## config.mk

```make
export PLATFORM = sky130hd
export DESIGN_NAME = reset_release_sequencer
export DESIGN_NICKNAME = d
export VERILOG_FILES = /design/src/rtl/reset_release_sequencer.sv
export SDC_FILE = /design/constraint.sdc
export NUM_CORES = 1
export LEC_CHECK = 0
export BUFFER_PORTS_ARGS = -buffer_cell sky130_fd_sc_hd__buf_2
export CAP_MARGIN = 20
export CORE_UTILIZATION = 49
export DETAILED_ROUTE_END_ITERATION = 12
export PLACE_DENSITY_LB_ADDON = 0.05
export RECOVER_POWER = 100
export SETUP_SLACK_MARGIN = 0.4
export SYNTH_ARGS = -nofsm -noshare
export SYNTH_HDL_FRONTEND = slang
export SYNTH_SLANG_ARGS = --single-unit
```

## constraint.sdc

```tcl
create_clock -name clk -period 2.2 [get_ports clk]
set_input_delay 0.33 -clock clk [delete_from_list [all_inputs] [get_ports clk]]
set_output_delay 0.33 -clock clk [all_outputs]
set_load 0.02 [all_outputs]
```

## src/rtl/reset_release_sequencer.sv

```systemverilog
// reset_release_sequencer
// Releases NUM_DOMAINS reset domains one at a time after the chip reset
// deasserts. Assertion of rst is asynchronous and reaches every output at
// once. Release goes through a synchronizer, a hold period, and then a
// per-domain ready handshake that gives up after TIMEOUT_CYCLES and flags it.
// A software request restarts the sequence from the hold period.
module reset_release_sequencer #(
    parameter int NUM_DOMAINS    = 4,
    parameter int SYNC_STAGES    = 2,
    parameter int HOLD_CYCLES    = 8,
    parameter int GAP_CYCLES     = 2,
    parameter int TIMEOUT_CYCLES = 16,
    localparam int CUR_W         = (NUM_DOMAINS > 1) ? $clog2(NUM_DOMAINS) : 1
) (
    input  logic                   clk,
    input  logic                   rst,
    input  logic                   sw_reset_req,
    input  logic [NUM_DOMAINS-1:0] domain_ready_i,
    output logic [NUM_DOMAINS-1:0] domain_rst_o,
    output logic                   done_o,
    output logic [NUM_DOMAINS-1:0] err_o,
    output logic [CUR_W-1:0]       cur_domain_o
);

    // One counter serves the hold, wait and gap phases, so it is sized for
    // the longest of the three.
    localparam int MAX_HG  = (HOLD_CYCLES > GAP_CYCLES) ? HOLD_CYCLES : GAP_CYCLES;
    localparam int MAX_ALL = (MAX_HG > TIMEOUT_CYCLES) ? MAX_HG : TIMEOUT_CYCLES;
    localparam int CNT_W   = (MAX_ALL > 0) ? $clog2(MAX_ALL + 1) : 1;

    // Counter value at which each phase finishes on the current edge.
    localparam logic [CNT_W-1:0] HOLD_LAST = CNT_W'(HOLD_CYCLES - 1);
    localparam logic [CNT_W-1:0] GAP_LAST  = CNT_W'(GAP_CYCLES);
    localparam logic [CNT_W-1:0] TO_LAST   = CNT_W'(TIMEOUT_CYCLES - 1);
    localparam logic [CUR_W-1:0] LAST_DOM  = CUR_W'(NUM_DOMAINS - 1);

    typedef enum logic [2:0] {
        ST_SYNC = 3'd0,
        ST_HOLD = 3'd1,
        ST_WAIT = 3'd2,
        ST_GAP  = 3'd3,
        ST_DONE = 3'd4
    } state_t;

    state_t                 state_q, state_d;
    logic [CNT_W-1:0]       cnt_q, cnt_d;
    logic [CUR_W-1:0]       cur_q, cur_d;
    logic [CUR_W-1:0]       next_idx;
    logic [NUM_DOMAINS-1:0] dom_rst_q, dom_rst_d;
    logic [NUM_DOMAINS-1:0] err_q, err_d;
    logic                   done_q, done_d;
    logic [SYNC_STAGES-1:0] sync_q;
    logic                   rst_sync;
    logic                   ready_cur;

    // Saturating increment: the counter parks at all ones instead of wrapping.
    function automatic logic [CNT_W-1:0] sat_inc(input logic [CNT_W-1:0] v);
        if (v == {CNT_W{1'b1}}) begin
            return v;
        end
        return v + CNT_W'(1);
    endfunction

    assign rst_sync  = sync_q[SYNC_STAGES-1];
    assign next_idx  = cur_q + CUR_W'(1);
    assign ready_cur = domain_ready_i[cur_q];

    // Deassertion synchronizer: set asynchronously by rst, shifts in zeros.
    always_ff @(posedge clk or posedge rst) begin
        if (rst) begin
            sync_q <= '1;
        end else begin
            sync_q <= {sync_q[SYNC_STAGES-2:0], 1'b0};
        end
    end

    // Sequencer state register.
    always_ff @(posedge clk or posedge rst) begin
        if (rst) begin
            state_q <= ST_SYNC;
        end else begin
            state_q <= state_d;
        end
    end

    // Next state and next output values; a software request overrides
    // whatever the current phase would otherwise do on this edge.
    always_comb begin
        state_d   = state_q;
        cnt_d     = cnt_q;
        cur_d     = cur_q;
        dom_rst_d = dom_rst_q;
        err_d     = err_q;
        done_d    = done_q;

        if (state_q != ST_SYNC && sw_reset_req) begin
            state_d   = ST_HOLD;
            cnt_d     = '0;
            cur_d     = '0;
            dom_rst_d = '1;
            err_d     = '0;
            done_d    = 1'b0;
        end else begin
            case (state_q)
                ST_SYNC: begin
                    // Leave on the edge where rst_sync itself falls, so the
                    // hold period starts counting at edge SYNC_STAGES.
                    if (!rst_sync || !sync_q[SYNC_STAGES-2]) begin
                        state_d = ST_HOLD;
                        cnt_d   = '0;
                    end
                end
                ST_HOLD: begin
                    if (cnt_q >= HOLD_LAST) begin
                        dom_rst_d[0] = 1'b0;
                        cur_d        = '0;
                        cnt_d        = '0;
                        state_d      = ST_WAIT;
                    end else begin
                        cnt_d = sat_inc(cnt_q);
                    end
                end
                ST_WAIT: begin
                    // Ready is only looked at from the edge after release,
                    // which is the first edge spent in this state.
                    if (ready_cur || cnt_q >= TO_LAST) begin
                        if (!ready_cur) begin
                            err_d[cur_q] = 1'b1;
                        end
                        cnt_d = '0;
                        if (cur_q == LAST_DOM) begin
                            state_d = ST_DONE;
                            done_d  = 1'b1;
                        end else begin
                            state_d = ST_GAP;
                        end
                    end else begin
                        cnt_d = sat_inc(cnt_q);
                    end
                end
                ST_GAP: begin
                    // With GAP_CYCLES=0 this releases on the very next edge.
                    if (cnt_q >= GAP_LAST) begin
                        dom_rst_d[next_idx] = 1'b0;
                        cur_d               = next_idx;
                        cnt_d               = '0;
                        state_d             = ST_WAIT;
                    end else begin
                        cnt_d = sat_inc(cnt_q);
                    end
                end
                ST_DONE: begin
                end
                default: begin
                    state_d = ST_SYNC;
                end
            endcase
        end
    end

    // Registered outputs and the shared phase counter.
    always_ff @(posedge clk or posedge rst) begin
        if (rst) begin
            cnt_q     <= '0;
            cur_q     <= '0;
            dom_rst_q <= '1;
            err_q     <= '0;
            done_q    <= 1'b0;
        end else begin
            cnt_q     <= cnt_d;
            cur_q     <= cur_d;
            dom_rst_q <= dom_rst_d;
            err_q     <= err_d;
            done_q    <= done_d;
        end
    end

    assign domain_rst_o = dom_rst_q;
    assign err_o        = err_q;
    assign done_o       = done_q;
    assign cur_domain_o = cur_q;

endmodule

```

* Yosys cells after proc, flatten, opt, wreduce, memory -nomap -nowiden
Cells that the tools add are included.
Storage, ports and cells: register bits after elaboration 21, bits of input ports 7, output and inout port bits 11, logic and storage cells 104
Cells by class: $add $sub $neg 2, order comparisons 7, equality and inequality tests 12, multiplexer cells 50, bitwise operators 3, reductions and logical operators 22
Operators with widths (count):
- 5-bit 2-to-1 mux | 9
- 4-bit 2-to-1 mux | 6
- 3-bit 2-to-1 mux | 7
- 5-bit one-hot mux with 4 select lines | 1
- 1-bit 2-to-1 mux | 18
- 3-bit one-hot mux with 5 select lines | 1
- 3-bit != test (second input constant) | 4
- 2-bit nonzero test | 5
- 3-bit AND reduction | 3
- 3-bit by 2-bit equality test with 1-bit output (second input constant) | 2
- 2-bit by 3-bit less-than comparator with 1-bit output (second input constant) | 2
- 2-bit 2-to-1 mux | 3
- 3-bit nonzero test | 2
- 5-bit by 1-bit adder with 5-bit output (second input constant) | 1
- 5-bit equality test (second input constant) | 1
- 5-bit by 2-bit greater-or-equal comparator with 1-bit output (second input constant) | 1
- 5-bit by 3-bit greater-or-equal comparator with 1-bit output (second input constant) | 1
- 5-bit by 4-bit greater-or-equal comparator with 1-bit output (second input constant) | 1
- 5-bit AND reduction | 1
- 5-bit nonzero test | 1
- 4-bit bitwise AND | 1
- 1-bit demux with 2-bit select | 2
- 2-bit by 1-bit greater-or-equal comparator with 1-bit output (second input constant) | 2
- 4-bit NOT | 1
- 15 further kinds | 20

* Longest topological paths before layout
Gate-level depths: netlist (run 1).
depth after elaboration 10, depth in mapped cells 7, gate-level depth less buffers 7

* Worst setup path before layout (run 1)
Ideal clock, no wire load.
path kind register -> register, start reg cur_q[0] (netlist: cur_domain_o[0]), end reg state_q[0], library setup time 0.124 ns, arrival 2.129 ns, data required time 2.076 ns, slack -0.054 ns, cell stages (with the launch flop) 6, path buffers 0, period minus slack after synthesis 2.254 ns, path through dfrtp_1 > mux4_2 > or4b_4 > or3_1 > a31oi_1 > o21bai_1
On the way: longest elaborated chain between the ends 5, elaborated cells between the ends (all ways) 10, classes of those cells 2 x eq/ne; 6 x mux; 2 x reduce/logical
RTL lines:
- start: declaration | line 47 | logic [CUR_W-1:0] cur_q, cur_d;
- start signal: assignment | line 171 | cur_q <= cur_d;
- 1-bit binary-select mux with 2-bit select / 2-bit equality test (equally long branches) | line 66, 131
- 1-bit 2-to-1 mux (not written as such) / 3-bit 2-to-1 mux (equally long branches) | line 66, 131
- 1-bit logical OR / 3-bit 2-to-1 mux (equally long branches) | line 126 | if (ready_cur || cnt_q >= TO_LAST) begin
- 3-bit != test (no line) / 3-bit one-hot mux with 5 select lines (equally long branches)
- 5-bit AND reduction (no line) / 3-bit 2-to-1 mux (equally long branches)
- end signal: assignment | line 82 | state_q <= state_d;
- end: declaration | line 45 | state_t state_q, state_d;
Several ways; a longest one is shown, not always the timed one. The select of a mux whose other input is x is not followed. A chain may end at the register's enable or synchronous reset.

* Final worst setup path (run 1)
Ends and elaborated chain as after synthesis.

==> results.yml, run 1 <==
clock_tree:
  tritoncts_clock_tree: "done"
  clk_pin_slew_worst_paths_ps: 120
  numCtsBuffers: 3
  cts_max_level: 1
  clock_sinks: 21
  clock_latency_ps: 310
  cts_max_path_buffers: 2
  clock-root-buffer: "sky130_fd_sc_hd__clkbuf_4"
synthesis:
  async_flop_share: 1.00
  syn-instance-count: 118
  count_of_unique_library_cells_instantiated_by_yosys: 38
  synth-simple-area-share: 0.177
  synth_edf_count: 0
  synth.net_count: 134
  synthMuxAreaShare: 0.0195
  synth_top_family_by_area: "compound AO/OA/AOI/OAI gates"
  synthesized_area_per_cell_um2: 9.80
  syn-cell-area_um2: 1160
  yosys_most_used_dff: "sky130_fd_sc_hd__dfrtp_1"
  postSynthRegisterBits: 21
  synth_compound_gate_area_share: 0.192
  synth-xor-area-share: 0
  synth-seq-area-share: 0.461
  post_synth_fa_ha_maj_area_fraction: 0.0974
  synth.yosys.warnings: 0
global_route:
  global_route_wire_length_before_repair_um: 4230
  grt_util_all_layers: 0.230
  pin_count_of_the_biggest_net_entering_global_routing: 22
  grt_pass1_vias: 893
  globalRoute.totalOverflow: 0
  antenna_found_initial: 0
finish:
  fin_nets: 163
  areaGrowthSynthToFinish_pct: 19.2
  multi_input_area_um2: 599
  diodes: 0
  most_common_cell_after_layout_fill_and_taps_aside: "sky130_fd_sc_hd__dfrtp_1"
  seq_area_um2: 536
  stdcell_count: 174
  leading_cell_types_in_the_layout_fill_and_taps_excluded: "sky130_fd_sc_hd__dfrtp_1, sky130_fd_sc_hd__nand2_1, sky130_fd_sc_hd__clkbuf_1"
  post_route_cells_drive_above_1_share: 0.253
  fill_cells: 208
setup_path:
  kind_of_launch_point_of_the_worst_setup_path: "register"
  critical_path_peak_fanout: 3
  worst_r2r_path_depth: 5
  cp-end-kind: "register"
  rr_endpoint: "state_q[0]$_DFFE_PP0P_"
  worstPathRequired_ps: 2400
  crit_slowest_cell: "sky130_fd_sc_hd__or4b_4"
  reg2reg_setup_slack_ps: 110
  crit-reg2reg-launch: "cur_domain_o[0]$_DFFE_PP0P_"
  cp_data_arrival_time_ps: 2300
  slowest_delay_ps: 510
  setup.worst_path.end: "state_q[0]$_DFFE_PP0P_"
  path_class: "reg -> reg"
  source_of_the_critical_timing_path: "cur_domain_o[0]$_DFFE_PP0P_"
  path_cells: "mux4_2 -> or4b_4 -> or3_1 -> a31oi_1 -> o21bai_1"
route:
  totalWireLength_um: 2410
  route.detailed.drc: 0
  antenna_violating_nets_post_route: 0
  wl_per_cell_um: 13.9
  first_pass_iters: 4
  vias: 944
  average_vias_per_placed_instance: 5.43
  drtIter0Drc: 8
sta:
  setup-violations-final: 0
  tns_ps: 0
  tightest_slew_ps: 798
  fmax_mhz: 477
  final_hold_viol_count: 0
  timing.max_slew.rel_slack: 0.467
  period_minus_slack_ps: 2090
  skew_ps: 8.75
  finalMaxSlewViolations: 0
  rsz0062_at_grt: "yes"
  timing.final.crit_share: 0.952
flow_run:
  cap_violations: 0
die:
  core.rowCount: 17
  vertical_die_dimension_um: 50.6
  fp.coreArea_um2: 2210
  die_w_um: 50.6
  num_io_pins: 18
  die_area_um2: 2560
  initial_core_util: 0.523
placement:
  place.detailed.hpwl_um: 1720
  place_congestion: 0.838
  port-buffer-count: 17
  placed_cells_incl_taps: 164
power_and_ir_drop:
  total_leakage_power_nw: 0.630
  power_per_cell_area_nw_per_um2: 662
  peakVddDrop_v: 0.000387
outcome:
  status: "finished clean"
min_path:
  holdCritPathClass: "in -> async"
layer usage:
metal	vias to the layer above	share of wire	global-route usage
met3	5	0.031	0.0394
met1	441	0.46	0.311
met2	22	0.49	0.353
met4	0	0.021	0.111
met5	-	0	0
li1	476	-	-
worst min-delay path by stage:
stage	to	depth (start not counted)	start	slack [ps]
after floorplan	cnt_q[0]$_DFFE_PP0P_	1	rst	300
after global placement	sync_q[1]$_DFF_PP1_	0	sync_q[0]$_DFF_PP1_	360
after detailed placement	sync_q[1]$_DFF_PP1_	0	sync_q[0]$_DFF_PP1_	360
after CTS	done_o$_DFFE_PP0P_	2	rst	160
final	done_o$_DFFE_PP0P_	2	rst	150
after global routing	done_o$_DFFE_PP0P_	2	rst	210
where the power goes:
part / leakage [nW] / internal (W) / switching [W]
sequential: 0.264 / 0.000424 / 0.0000318
clock: 0.0177 / 0.0000680 / 0.000119
combinational: 0.348 / 0.000114 / 0.000154
total: 0.630 / 0.000607 / 0.000305
layout make-up:
| cell class | instances | share of cell area |
|---|---|---|
| Clock buffer | 3 | 0.0163 |
| Timing Repair Buffer | 27 | 0.106 |
| Tap cell | 28 | 0.0254 |
| Multi-Input combinational cell | 85 | 0.435 |
| Inverter | 9 | 0.0245 |
| Clock inverter | 1 | 0.00363 |
| Sequential cell | 21 | 0.389 |
flip-flops by register name, summed over array words and instances (netlist names):
register      count
sync_q            2
state_q           3
domain_rst_o      4
cur_domain_o      2
cnt_q             5
done_o            1
err_o             4
per-stage QoR:
| stage | hold WS, ps | instance area, µm² | power [W] | utilization | setup WS (ps) |
|---|---|---|---|---|---|
| 5_1_grt | 210 | 1380 | 0.000966 | 0.623 | 28.4 |
| 3_5_place_dp | 360 | 1290 | 0.000683 | 0.583 | 67.2 |
| 3_3_place_gp | 357 | 1290 | 0.000678 | 0.583 | 87.0 |
| 2_1_floorplan | 302 | 1160 | 0.000625 | - | 47.4 |
| 6_report | 145 | 1380 | 0.000912 | 0.623 | 105 |
| 4_1_cts | 160 | 1390 | 0.000929 | 0.627 | 61.9 |
cell usage after synthesis, types with 2 or more instances:
cell type / instances / area share
sky130_fd_sc_hd__nand2_1: 11 / 0.036
sky130_fd_sc_hd__nor3_1: 3 / 0.013
sky130_fd_sc_hd__o21ai_0: 13 / 0.056
sky130_fd_sc_hd__dfstp_2: 6 / 0.14
sky130_fd_sc_hd__nand3_1: 5 / 0.022
sky130_fd_sc_hd__inv_1: 9 / 0.029
sky130_fd_sc_hd__dfrtp_1: 15 / 0.32
sky130_fd_sc_hd__a211oi_1: 2 / 0.013
sky130_fd_sc_hd__a21oi_1: 8 / 0.035
sky130_fd_sc_hd__or4_1: 2 / 0.013
sky130_fd_sc_hd__o31ai_1: 3 / 0.019
sky130_fd_sc_hd__ha_1: 9 / 0.097
sky130_fd_sc_hd__a31oi_1: 2 / 0.011
sky130_fd_sc_hd__nor2_1: 6 / 0.019
worst max-delay path: cells and delay by family, from the launching register on:
family,cells,cell delay (ps)
AO/OA/AOI/OAI,2,260
flip-flops,1,400
multiplexers,1,490
AND/OR/NAND/NOR,2,840
timing repair:
action / in CTS / in global routing
hold buffers: 0 / 0
resized for setup: 8 / 6
pin swaps: 1 / 2
buffers inserted: 4 / 2
endpoints found under the setup margin: 15 / 15
cells by family (layout without fill, tap and decap cells):
group,Yosys count,in the layout
and+or+nand+nor,38,38
AOI/OAI and AO/OA,36,36
muxes,1,1
DFF,21,21
adders and majority gates,9,9
other,1,1
buffers and inverters,12,40
Note: power is estimated with default switching activity, not from simulation.
==> run 2: changes to the inputs <==
--- a/config.mk
+++ b/config.mk
@@ -11,6 +11,7 @@
 export DETAILED_ROUTE_END_ITERATION = 12
 export PLACE_DENSITY_LB_ADDON = 0.05
 export RECOVER_POWER = 100
+export REMOVE_ABC_BUFFERS = 1
 export SETUP_SLACK_MARGIN = 0.4
 export SYNTH_ARGS = -nofsm -noshare
 export SYNTH_HDL_FRONTEND = slang
==> run 2 against run 1 <==
Effect of this change:
- first-iteration DRC count did not move
- non-clock buffer count fell by 2
- worst hold slack improved by 6.0 ps
- global-route usage fell by 1.9 points
- cell area did not move
- critical endpoint unchanged
- via count rose by 1.3%
- combinational power fell by 8.6%
- die area did not move
- worst setup slack got worse by 17 ps
==> results.yml, run 2 (synthesized netlist as in run 1, its figures left out) <==
clock_tree:
  cts_max_path_buffers: 2
  clock_sinks: 21
  clock-root-buffer: "sky130_fd_sc_hd__clkbuf_4"
  cts_hold_buf: 0
  numCtsBuffers: 3
  clk_pin_slew_worst_paths_ps: 120
  cts_max_level: 1
  clock_latency_ps: 300
  tritoncts_clock_tree: "done"
setup_path:
  critical_path_peak_fanout: 2
  kind_of_launch_point_of_the_worst_setup_path: "register"
  path_class: "reg -> reg"
  cp-end-kind: "register"
  cp_data_arrival_time_ps: 2310
  worstPathRequired_ps: 2400
placement:
  place_worst_setup_slack_ps: 69.1
  port-buffer-count: 17
  post_dp_cell_area_um2: 1300
  place_congestion: 0.846
  place.detailed.hpwl_um: 1710
sta:
  tightest_slew_ps: 784
  timing.final.crit_share: 0.960
  finalMaxSlewViolations: 0
  period_minus_slack_ps: 2110
  rsz0062_at_grt: "yes"
  skew_ps: 5.66
  timing.max_slew.rel_slack: 0.477
  fmax_mhz: 473
  layout_setup_ws_ps: 87.7
  final_hold_viol_count: 0
  setup-violations-final: 0
finish:
  most_common_cell_after_layout_fill_and_taps_aside: "sky130_fd_sc_hd__dfrtp_1"
  fill_cells: 207
  post-route-cell-area_um2: 1380
  areaGrowthSynthToFinish_pct: 19.2
  fin_nets: 161
  largest_reg_flops: 5
  leading_cell_types_in_the_layout_fill_and_taps_excluded: "sky130_fd_sc_hd__dfrtp_1, sky130_fd_sc_hd__clkbuf_1, sky130_fd_sc_hd__nand2_1"
  max_flop_register: "cnt_q"
  diodes: 0
  post_route_cells_drive_above_1_share: 0.257
min_path:
  holdCritPathClass: "in -> async"
route:
  vias: 956
  drtIter0Drc: 8
  wl_per_cell_um: 14.5
  totalWireLength_um: 2490
  antenna_violating_nets_post_route: 0
  average_vias_per_placed_instance: 5.56
  route.detailed.drc: 0
  first_pass_iters: 4
global_route:
  globalRoute.totalOverflow: 0
  global_route_wire_length_before_repair_um: 3970
  grt_pass1_vias: 906
  antenna_found_initial: 0
  grt_util_all_layers: 0.211
  pin_count_of_the_biggest_net_entering_global_routing: 22
die:
  die_w_um: 50.6
  fp.coreArea_um2: 2210
  die_area_um2: 2560
  num_io_pins: 18
  vertical_die_dimension_um: 50.6
  core.rowCount: 17
  initial_core_util: 0.523
power_and_ir_drop:
  power.net_switching_w: 0.000300
  pwr-share-clk: 0.212
  p_int_w: 0.000590
  power.share.sequential: 0.513
  combinationalPowerShare: 0.275
  power_per_cell_area_nw_per_um2: 646
  total_leakage_power_nw: 0.598
  peakVddDrop_v: 0.000513
  share_of_total_power_consumed_by_net_switching: 0.337
outcome:
  status: "finished clean"
flow_run:
  cap_violations: 0
[run 2: path summary, 6_finish.rpt]
check | from | end | slack (ps) | depth (start not counted)
max | cur_domain_o[0]$_DFFE_PP0P_ | state_q[0]$_DFFE_PP0P_ | 90 | 5
min | rst | state_q[0]$_DFFE_PP0P_ | 150 | 2
max reg2reg | cur_domain_o[0]$_DFFE_PP0P_ | state_q[0]$_DFFE_PP0P_ | 90 | 5
min reg2reg | sync_q[0]$_DFF_PP1_ | sync_q[1]$_DFF_PP1_ | 380 | 0
max in group asynchronous | rst | state_q[1]$_DFFE_PP0P_ | 1560 | 2
min in group clk | sw_reset_req | state_q[1]$_DFFE_PP0P_ | 360 | 2
[run 2: routing by layer]
layer  vias to the layer above  global-route usage  part of all wire
met2                        17               0.347              0.46
met5                         -                   0                 0
met1                       466               0.273              0.50
met3                         2              0.0364             0.027
met4                         0              0.0880            0.0068
li1                        471                   -                 -
[run 2: per-stage QoR]
stage | hold WS, ps | TNS (ps) | std cells | power [W] | util
after detailed placement | 360 | 0 | 166 | 0.000682 | 0.587
after global routing | 233 | 0 | 172 | 0.000941 | 0.623
after floorplan | 302 | -53.6 | 115 | 0.000609 | -
final | 151 | 0 | 172 | 0.000889 | 0.623
after CTS | 188 | 0 | 170 | 0.000873 | 0.601
after global placement | 359 | 0 | 166 | 0.000676 | 0.587
[run 2: worst max-delay path, stage by stage, from the launching register on]
cell and delay [ps]:
sky130_fd_sc_hd__dfrtp_1 390, sky130_fd_sc_hd__mux4_2 500, sky130_fd_sc_hd__or4b_4 530, sky130_fd_sc_hd__or3_1 330
sky130_fd_sc_hd__a31oi_1 190, sky130_fd_sc_hd__o21bai_1 80
[run 2: what timing repair did]
item                                   in CTS  in global routing
pin swaps                                   0                  9
gates resized for setup                     1                 23
cloned                                      0                  0
setup endpoints to repair                  15                 15
setup buffers                               0                  2
endpoints found under the hold margin       0                  0
[run 2: layout make-up]
class	count	area, µm²	share of cell area
clock buffer	4	26.3	0.0191
inverter	9	33.8	0.0245
tap	28	35.0	0.0254
sequential	21	533	0.387
multi-input combinational	85	614	0.446
timing repair buffer	25	135	0.0981
[run 2: power by group through the flow]
stage                     clock network [W]  registers [W]  logic (W)
after floorplan                           0       0.000478   0.000131
after global placement                    0       0.000463   0.000214
after detailed placement                  0       0.000463   0.000219
after CTS                          0.000193       0.000456   0.000224
after global routing               0.000208       0.000460   0.000272
final                              0.000188       0.000456   0.000245
==> run 3: changes to the inputs <==
--- a/config.mk
+++ b/config.mk
@@ -10,7 +10,7 @@
 export CORE_UTILIZATION = 49
 export DETAILED_ROUTE_END_ITERATION = 12
 export PLACE_DENSITY_LB_ADDON = 0.05
-export RECOVER_POWER = 100
+export RECOVER_POWER = 25
 export REMOVE_ABC_BUFFERS = 1
 export SETUP_SLACK_MARGIN = 0.4
 export SYNTH_ARGS = -nofsm -noshare
==> run 3 against run 2 <==
Effect of this change:
- worst setup slack lost 6.4 ps
- highest routed layer unchanged
- power grew 4.3%
- sequential share of layout area shrank 1.3 points
- die area is the same
- combinational power grew 15%
- first-iteration DRC count grew 50%
- via count grew 0.21%
- critical path type unchanged
- worst hold slack lost 4.5 ps
- global-route usage is the same
==> results.yml, run 3 (synthesized netlist as in run 1, its figures left out) <==
global_route:
  antenna_found_initial: 0
  grt_pass1_vias: 906
  global_route_wire_length_before_repair_um: 3970
  globalRoute.totalOverflow: 0
  grt_util_all_layers: 0.211
  pin_count_of_the_biggest_net_entering_global_routing: 22
clock_tree:
  clock-root-buffer: "sky130_fd_sc_hd__clkbuf_4"
  numCtsBuffers: 3
  tritoncts_clock_tree: "done"
  clock_sinks: 21
  cts_max_level: 1
  cts_max_path_buffers: 2
  clk_pin_slew_worst_paths_ps: 120
  clock_latency_ps: 300
finish:
  fin_nets: 161
  final_core_utilization: 0.645
  post_route_cells_drive_above_1_share: 0.368
  most_common_cell_after_layout_fill_and_taps_aside: "sky130_fd_sc_hd__buf_2"
  post-route-cell-area_um2: 1430
  areaGrowthSynthToFinish_pct: 23.4
  fill_cells: 188
  leading_cell_types_in_the_layout_fill_and_taps_excluded: "sky130_fd_sc_hd__buf_2, sky130_fd_sc_hd__dfrtp_1, sky130_fd_sc_hd__nand2_1"
  diodes: 0
  max_flop_register: "cnt_q"
  largest_reg_flops: 5
power_and_ir_drop:
  p_int_w: 0.000613
  power.share.sequential: 0.492
  share_of_total_power_consumed_by_net_switching: 0.339
  pwr-share-clk: 0.206
  power.net_switching_w: 0.000315
  total_leakage_power_nw: 0.635
  combinationalPowerShare: 0.303
  peakVddDrop_v: 0.000527
  power_per_cell_area_nw_per_um2: 650
route:
  totalWireLength_um: 2480
  route.detailed.drc: 0
  average_vias_per_placed_instance: 5.57
  dr.max_layer_used: "met4"
  wl_per_cell_um: 14.4
  drtIter0Drc: 12
  vias: 958
  met3RoutedLength_um: 80
  antenna_violating_nets_post_route: 0
  m1WireLength_um: 1240
  first_pass_iters: 4
  wire_length_on_met2_um: 1140
setup_path:
  crit-reg2reg-launch: "cur_domain_o[0]$_DFFE_PP0P_"
  critical_path_peak_fanout: 4
  source_of_the_critical_timing_path: "cur_domain_o[0]$_DFFE_PP0P_"
  slowest_delay_ps: 530
  cp-end-kind: "register"
  cp_data_arrival_time_ps: 2340
  worst_r2r_path_depth: 6
  reg2reg_setup_slack_ps: 80
  rr_endpoint: "cnt_q[1]$_DFFE_PP0P_"
  setup.worst_path.end: "cnt_q[1]$_DFFE_PP0P_"
  kind_of_launch_point_of_the_worst_setup_path: "register"
  crit_slowest_cell: "sky130_fd_sc_hd__or4b_4"
  path_class: "reg -> reg"
  path_cells: "mux4_2 -> or4b_4 -> buf_6 -> nor3_4 -> o21ai_2 -> o21ai_0"
  worstPathRequired_ps: 2420
die:
  core.rowCount: 17
  initial_core_util: 0.523
  die_w_um: 50.6
  num_io_pins: 18
  fp.coreArea_um2: 2210
  vertical_die_dimension_um: 50.6
  die_area_um2: 2560
sta:
  layout_setup_ws_ps: 81.3
  timing.max_slew.rel_slack: 0.478
  rsz0062_at_grt: "yes"
  tightest_slew_ps: 783
  period_minus_slack_ps: 2120
  timing.final.crit_share: 0.963
  skew_ps: 8.06
  final_hold_viol_count: 0
  fmax_mhz: 472
  setup-violations-final: 0
  finalMaxSlewViolations: 0
outcome:
  status: "finished clean"
placement:
  place_congestion: 0.846
  place_worst_setup_slack_ps: 69.1
  place.detailed.hpwl_um: 1710
  post_dp_cell_area_um2: 1300
  port-buffer-count: 17
min_path:
  holdCritPathClass: "in -> async"
flow_run:
  cap_violations: 0
[run 3: cell type report]
| cell class | instances | area (µm²) | share of cell area |
|---|---|---|---|
| multi-input combinational | 85 | 649 | 0.455 |
| sequential | 21 | 533 | 0.374 |
| timing repair buffer | 25 | 149 | 0.104 |
| tap | 28 | 35.0 | 0.0246 |
| inverter | 9 | 33.8 | 0.0237 |
| clock buffer | 4 | 26.3 | 0.0184 |
[run 3: power groups by stage]
stage,Combinational [W],Sequential [W],Clock [W]
after floorplan,0.000131,0.000478,0
after CTS,0.000224,0.000456,0.000193
after global routing,0.000308,0.000461,0.000208
after detailed placement,0.000219,0.000463,0
final,0.000281,0.000456,0.000191
after global placement,0.000214,0.000463,0
[run 3: worst max-delay path: cells and delay by family (launching register included)]
kind | cells | cell delay, ps
compound gates | 2 | 280
buf+inv | 1 | 140
flops | 1 | 390
simple gates | 2 | 710
mux | 1 | 510
[run 3: worst min path at each step]
| stage | from | end | slack (ps) | cells past startpoint |
|---|---|---|---|---|
| finish | rst | state_q[0]$_DFFE_PP0P_ | 150 | 2 |
| CTS | rst | state_q[0]$_DFFE_PP0P_ | 190 | 2 |
| floorplan | rst | cnt_q[0]$_DFFE_PP0P_ | 300 | 1 |
| global placement | sync_q[0]$_DFF_PP1_ | sync_q[1]$_DFF_PP1_ | 360 | 0 |
| detailed placement | sync_q[0]$_DFF_PP1_ | sync_q[1]$_DFF_PP1_ | 360 | 0 |
| global route | rst | state_q[2]$_DFFE_PP0P_ | 230 | 2 |
[run 3: through the flow]
step / hold WS [ps] / TNS, ps / power [W] / std cells
finish: 147 / 0 / 0.000928 / 172
global route: 233 / 0 / 0.000976 / 172
detailed placement: 360 / 0 / 0.000682 / 166
global placement: 359 / 0 / 0.000676 / 166
floorplan: 302 / -53.6 / 0.000609 / 115
CTS: 188 / 0 / 0.000873 / 170
[run 3: metal layers]
layer  vias up  global-route usage
met1       471               0.273
met5         -                   0
met3         2              0.0364
met2        20               0.347
li1        465                   -
met4         0              0.0880
[run 3: repair_timing]
item	CTS	global route
endpoints found under the setup margin	15	15
resized for setup	1	23
hold endpoints to repair	0	0
setup buffers	0	2
hold buffers	0	0
pin swaps	0	9
